**src/rtl/dispatch_stage_pkg.sv**
```systemverilog
// Shared types and defaults for the dispatch stage: execution-unit classes,
// the scheduler entry format and the default unit latencies.
package dispatch_stage_pkg;

    localparam int DEFAULT_ALU_LATENCY = 1;
    localparam int DEFAULT_MUL_LATENCY = 3;
    localparam int DEFAULT_DIV_LATENCY = 12;
    localparam int DEFAULT_WB_DEPTH    = 16;

    typedef enum logic [1:0] {
        EXEC_ALU = 2'd0,
        EXEC_MUL = 2'd1,
        EXEC_DIV = 2'd2
    } exec_class_t;

    typedef struct packed {
        logic [3:0] opcode;
        logic [4:0] rd;
        logic [5:0] tag;
    } scheduler_entry_t;

    // The top two opcode bits select the execution unit.
    localparam logic [1:0] OPGRP_MUL = 2'b01;
    localparam logic [1:0] OPGRP_DIV = 2'b10;

    function automatic exec_class_t exec_class_of(input scheduler_entry_t entry);
        case (entry.opcode[3:2])
            OPGRP_MUL: return EXEC_MUL;
            OPGRP_DIV: return EXEC_DIV;
            default:   return EXEC_ALU;
        endcase
    endfunction

    function automatic int max3(input int a, input int b, input int c);
        int m;
        m = (a > b) ? a : b;
        return (m > c) ? m : c;
    endfunction

endpackage

```
**src/rtl/dispatch_stage_wb_slot_reserver.sv**
```systemverilog
// Writeback-bus reservation shift vector: bit d-1 means the bus is claimed
// d cycles from now. Offers a conflict check and a reserve port by latency.
module wb_slot_reserver #(
    parameter int DEPTH = 16,
    parameter int LAT_W = $clog2(DEPTH)
) (
    input  logic             clk,
    input  logic             rst,
    input  logic             clear,
    input  logic [LAT_W-1:0] check_lat,
    output logic             conflict,
    input  logic             reserve,
    input  logic [LAT_W-1:0] reserve_lat,
    output logic [DEPTH-1:0] reserved
);

    logic [DEPTH-1:0] slot_mask;

    // An op issued now with latency L writes back L+1 cycles out, i.e. bit L.
    assign conflict  = reserved[check_lat];
    assign slot_mask = (DEPTH'(1) << reserve_lat) >> 1;

    // NOTE: state registers use non-blocking assignments so every flop samples
    // pre-edge values regardless of the order the always_ff blocks run in.
    always_ff @(posedge clk) begin
        if (rst || clear) begin
            reserved <= '0;
        end else begin
            reserved <= (reserved >> 1) | (reserve ? slot_mask : '0);
        end
    end

endmodule

```
**src/rtl/dispatch_stage.sv**
```systemverilog
// Dispatch stage: resolves writeback-slot and divider hazards on the queue's
// offered entry, accepts it combinationally and registers it for execution.
module dispatch_stage
    import dispatch_stage_pkg::*;
#(
    parameter int ALU_LATENCY = DEFAULT_ALU_LATENCY,
    parameter int MUL_LATENCY = DEFAULT_MUL_LATENCY,
    parameter int DIV_LATENCY = DEFAULT_DIV_LATENCY,
    parameter int WB_DEPTH    = DEFAULT_WB_DEPTH
) (
    input  logic                clk,
    input  logic                rst,
    input  logic                i_flush,
    input  logic                i_want_to_execute,
    input  scheduler_entry_t    i_next_to_execute,
    output logic                o_take,
    output logic                o_ex_valid,
    output scheduler_entry_t    o_ex_entry,
    output exec_class_t         o_ex_class,
    output logic                o_div_busy,
    output logic [WB_DEPTH-1:0] o_wb_reserved
);

    localparam int LAT_W = $clog2(WB_DEPTH);
    localparam int DIV_W = $clog2(DIV_LATENCY + 1);

    if (WB_DEPTH < max3(ALU_LATENCY, MUL_LATENCY, DIV_LATENCY) + 1) begin : g_bad_wb_depth
        $error("dispatch_stage: WB_DEPTH must be at least the longest unit latency plus one");
    end

    exec_class_t      cls;
    logic [LAT_W-1:0] lat;
    logic             wb_conflict;
    logic             div_blocked;
    logic [DIV_W-1:0] div_cnt;

    assign cls = exec_class_of(i_next_to_execute);

    // NOTE: every always_comb output gets a default first so no path can
    // leave it unassigned and infer a latch.
    always_comb begin
        lat = LAT_W'(ALU_LATENCY);
        case (cls)
            EXEC_MUL: lat = LAT_W'(MUL_LATENCY);
            EXEC_DIV: lat = LAT_W'(DIV_LATENCY);
            default:  lat = LAT_W'(ALU_LATENCY);
        endcase
    end

    assign div_blocked = (cls == EXEC_DIV) && (div_cnt != '0);
    assign o_take      = i_want_to_execute && !i_flush && !rst && !wb_conflict && !div_blocked;

    wb_slot_reserver #(
        .DEPTH(WB_DEPTH),
        .LAT_W(LAT_W)
    ) u_wb_slots (
        .clk        (clk),
        .rst        (rst),
        .clear      (i_flush),
        .check_lat  (lat),
        .conflict   (wb_conflict),
        .reserve    (o_take),
        .reserve_lat(lat),
        .reserved   (o_wb_reserved)
    );

    // NOTE: the entry payload is reset as well as the valid bit, so a
    // post-reset o_ex_entry is a defined zero rather than stale data.
    always_ff @(posedge clk) begin
        if (rst) begin
            o_ex_valid <= 1'b0;
            o_ex_entry <= '0;
            o_ex_class <= EXEC_ALU;
        end else begin
            o_ex_valid <= o_take;
            if (o_take) begin
                o_ex_entry <= i_next_to_execute;
                o_ex_class <= cls;
            end
        end
    end

    // Counter covers the divider's busy window after the cycle it sits in
    // the execute register.
    always_ff @(posedge clk) begin
        if (rst || i_flush) begin
            div_cnt <= '0;
        end else if (o_take && cls == EXEC_DIV) begin
            div_cnt <= DIV_W'(DIV_LATENCY - 1);
        end else if (div_cnt != '0) begin
            div_cnt <= div_cnt - 1'b1;
        end
    end

    assign o_div_busy = (div_cnt != '0) || (o_ex_valid && o_ex_class == EXEC_DIV);

endmodule

```
**config.mk**
```make
export PLATFORM = sky130hd
export DESIGN_NAME = dispatch_stage
export DESIGN_NICKNAME = d
export VERILOG_FILES = /design/src/rtl/dispatch_stage_pkg.sv /design/src/rtl/dispatch_stage_wb_slot_reserver.sv /design/src/rtl/dispatch_stage.sv
export SDC_FILE = /design/constraint.sdc
export NUM_CORES = 1
export LEC_CHECK = 0
export CORE_ASPECT_RATIO = 1.1
export CORE_UTILIZATION = 39
export CTS_CLUSTER_SIZE = 10
export DETAILED_ROUTE_END_ITERATION = 8
export GPL_TIMING_DRIVEN = 0
export PLACE_DENSITY = 0.73
export SETUP_SLACK_MARGIN = 0.1
export SYNTH_ARGS = -nofsm -noshare
export SYNTH_HDL_FRONTEND = slang
export SYNTH_SLANG_ARGS = --single-unit
export TNS_END_PERCENT = 100
```
**constraint.sdc**
```tcl
create_clock -name clk -period 3.21 [get_ports clk]
set_input_delay 0.963 -clock clk [delete_from_list [all_inputs] [get_ports clk]]
set_output_delay 0.963 -clock clk [all_outputs]
set_load 0.01 [all_outputs]
```
==> metrics.md <==
| Metric | Value |
|---|---|
| Outcome | `completed` |
| Max Cap Viol | `0` |
| RSZ-0062 raised after global routing | `no` |
| Via density per instance | `4.77` |
| WL final | `3520 um` |
| Fin area | `2330 sq um` |
| Synth top area cells | `dfxtp_1 49%, mux2_4 9.9%, and2b_1 5.5%, ha_1 3.3%, and2_1 2.9%` |
| Leakage | `0.973 nW` |
| # clock sinks | `37` |
| Reg clk slew, reported paths | `0.07 ns` |
| Data arrival, critical path | `2.10 ns` |
| Syn. warnings | `0` |
| Clock tree buffer depth | `2` |
| Sum of negative setup slack | `0 ns` |
| Via count | `1212` |
| CORE AREA | `3680 sq um` |
| Slew Limit Fails | `0` |
| Detailed placement HPWL | `2400 um` |
| Internal power | `0.000730 W` |
| Cts bufs inserted | `5` |
| Sequential area share after synthesis | `48.9%` |
| Largest net degree at the start of global routing | `11` |
| FF+latch count, synth | `37` |
| Syn Nets | `154` |
| Top-area cell type share of the netlist area | `48.9%` |
| Placed cell area | `2120 sq um` |
| Number of global-route vias before repair | `1285` |
| Die Wd | `61.4 um` |
| Slew HR | `63.7%` |
| Layout Skew | `0.00432 ns` |
| I/O Buffers | `53` |
| CTS tree | `built` |
| Layout cell share with drive strength beyond 1 | `26.5%` |
| Root Buffer | `clkbuf_8` |
| # rows | `23` |
| Top FF cell, synth | `dfxtp_1` |
| Initial antenna violation count | `0` |
| Tot GR Track Use | `18.5%` |
| Switching pwr | `0.000216 W` |
| Area leader, netlist | `dfxtp_1` |
| DRC | `0` |
| GP Congestion | `0.765` |
| Final period util | `95.3%` |
| Area grow syn2layout | `54.1%` |
| Cell Chain, Critical Path | `buf_8, inv_4, ha_4, and2b_2, o31ai_4, and3_4, buf_6` |
| Crit Path Max Fanout | `4` |
| Comb pwr share | `17.1%` |
| Worst setup EP type | `primary output` |
| Worst Max-Slew Pin Slew | `0.539 ns` |
| CP startpoint kind | `input pin` |
| Sw Share | `22.8%` |
| Mapped Cells | `131` |
| Clock Power Share | `31.5%` |
| Die area | `4140 sq um` |
| Yosys cell types | `36` |
| CP max stage cell | `and2b_2` |
| # nets final | `226` |
| Die H | `67.3 um` |
| Power density cells | `405 nW/um^2` |
| I/O pin cnt | `55` |
| Critical path class | `input pin to primary output` |
| Routed len/inst | `13.9 um` |
| Syn avg cell area | `11.6 sq um` |
| Tot Pwr | `0.000945 W` |
| Worst IR drop on VDD | `0.295 mV` |
| CP max stage delay | `0.24 ns` |
| First-pass GRT wire length | `5590 um` |
| Fmax | `327 MHz` |
| Finish-stage setup viols | `0` |
| Seq pwr share | `51.4%` |
| Fill cells | `318` |
| Number of flops mapped to enable cells by yosys | `0` |
| Routed Antenna Nets | `0` |
| H-Tree Depth | `2` |
| Final Hold Viols | `0` |
| Final Critical Period | `3.06 ns` |
| Ys async rst share | `0%` |
| Hold Path Class | `flop to flop` |
| DRT Pass-1 Iters | `4` |
| Antenna Cells | `0` |
| Gr ovfl total | `0` |
| Critical Path RT | `2.25 ns` |
| Worst skew pair latency | `0.28 ns` |
| Mapped Area | `1510 sq um` |
| Iteration-0 DRC Markers | `34` |
| Initial Util | `41.1%` |
## registers in the layout, summed over array words and instances, names as in the netlist
signal / count
o_ex_class: 2
u_wb_slots.reserved: 15
o_ex_valid: 1
div_cnt: 4
o_ex_entry: 15
## critical path: cells and delay by family
kind | cells | cell delay, ns
adder cells (fa/ha/maj) | 1 | 0.15
AND/OR/NAND/NOR | 2 | 0.48
buffers and inverters | 3 | 0.26
AO/OA/AOI/OAI | 1 | 0.23
## area by class of cell
| type | instances | area (sq um) | share of cell area, % |
|---|---|---|---|
| Sequential cell | 37 | 741 | 31.7 |
| Inverter | 5 | 26.3 | 1.13 |
| Clock buffer | 8 | 80.1 | 3.43 |
| Multi-Input combinational cell | 83 | 736 | 31.5 |
| Tap cell | 50 | 62.6 | 2.68 |
| Timing Repair Buffer | 67 | 653 | 28.0 |
| Buffer | 4 | 35.0 | 1.50 |
## power groups by stage
stage                      logic, W  clock network (W)  registers, W
after floorplan           0.0000675                  0      0.000502
after global placement     0.000142                  0      0.000495
after detailed placement   0.000145                  0      0.000496
after CTS                  0.000161           0.000311      0.000486
after global routing       0.000174           0.000326      0.000487
final                      0.000162           0.000298      0.000485
## through the flow
step	instances	utilization (%)	worst slack, ns	hold slack [ns]
after floorplan	131	-	0.112	0.461
after global placement	234	57.5	-1.13	0.442
after detailed placement	234	57.5	-1.17	0.445
after CTS	253	63.2	0.0237	0.471
after global routing	254	63.3	0.118	0.495
final	254	63.3	0.152	0.466
## cell usage after synthesis, types with 2 or more instances
cell,n
clkbuf_1,2
ha_1,4
a21oi_1,4
dfxtp_1,37
and2b_1,11
inv_1,5
nand2_1,4
nor2_1,6
and3_1,3
nor2b_1,3
mux2_4,10
and2_1,7
a22o_1,4
mux2i_1,3
mux2_2,3
o21ai_0,4
a31o_2,2
## logic make-up (layout without fill, tap and decap cells)
family	count (synthesis)	after routing	share of synthesized area, %
other	1	1	0.248
XOR/XNOR	1	1	0.579
flip-flops	37	37	48.9
multiplexers	16	16	14.1
adder cells (fa/ha/maj)	4	4	3.31
AND/OR/NAND/NOR	42	42	17.9
AO/OA/AOI/OAI	19	19	9.67
buffers and inverters	11	84	5.21
## layer usage
metal  track usage (%)  up-vias  share of wire (%)
met5                 0        -                  0
met4              3.33        0               0.51
met3              7.66        2                7.0
met2              34.5       50                 52
met1              19.3      572                 41
li1                  -      588                  -
## cell usage in the layout (no fill, tap or decap), drive strengths merged, types with 3 or more instances in the layout
| cell | instances |
|---|---|
| nor2 | 6 |
| clkbuf | 10 |
| a21oi | 4 |
| clkdlybuf4s50 | 48 |
| buf | 19 |
| mux2 | 13 |
| a22o | 4 |
| nor2b | 3 |
| ha | 4 |
| o21ai | 4 |
| and2 | 7 |
| mux2i | 3 |
| dfxtp | 37 |
| nand2 | 4 |
| and3 | 4 |
| and2b | 11 |
| inv | 5 |
## what timing repair did
item | CTS | global route
endpoints found under the hold margin | 0 | 0
buffers inserted | 11 | 3
hold buffers | 0 | 0
endpoints found under the setup margin | 1 | 1
pin swaps | 7 | 5
resized for setup | 32 | 5
## final timing paths
check	from	end	slack, ns	cells past startpoint
max	i_next_to_execute[14]	o_take	0.15	7
min	o_ex_entry[14]$_SDFFE_PP0P_	o_ex_entry[14]$_SDFFE_PP0P_	0.47	2
max reg2reg	div_cnt[3]$_SDFFE_PP0P_	o_ex_entry[3]$_SDFFE_PP0P_	0.99	7
min reg2reg	o_ex_entry[14]$_SDFFE_PP0P_	o_ex_entry[14]$_SDFFE_PP0P_	0.47	2
Note: power is estimated with default switching activity, not from simulation.
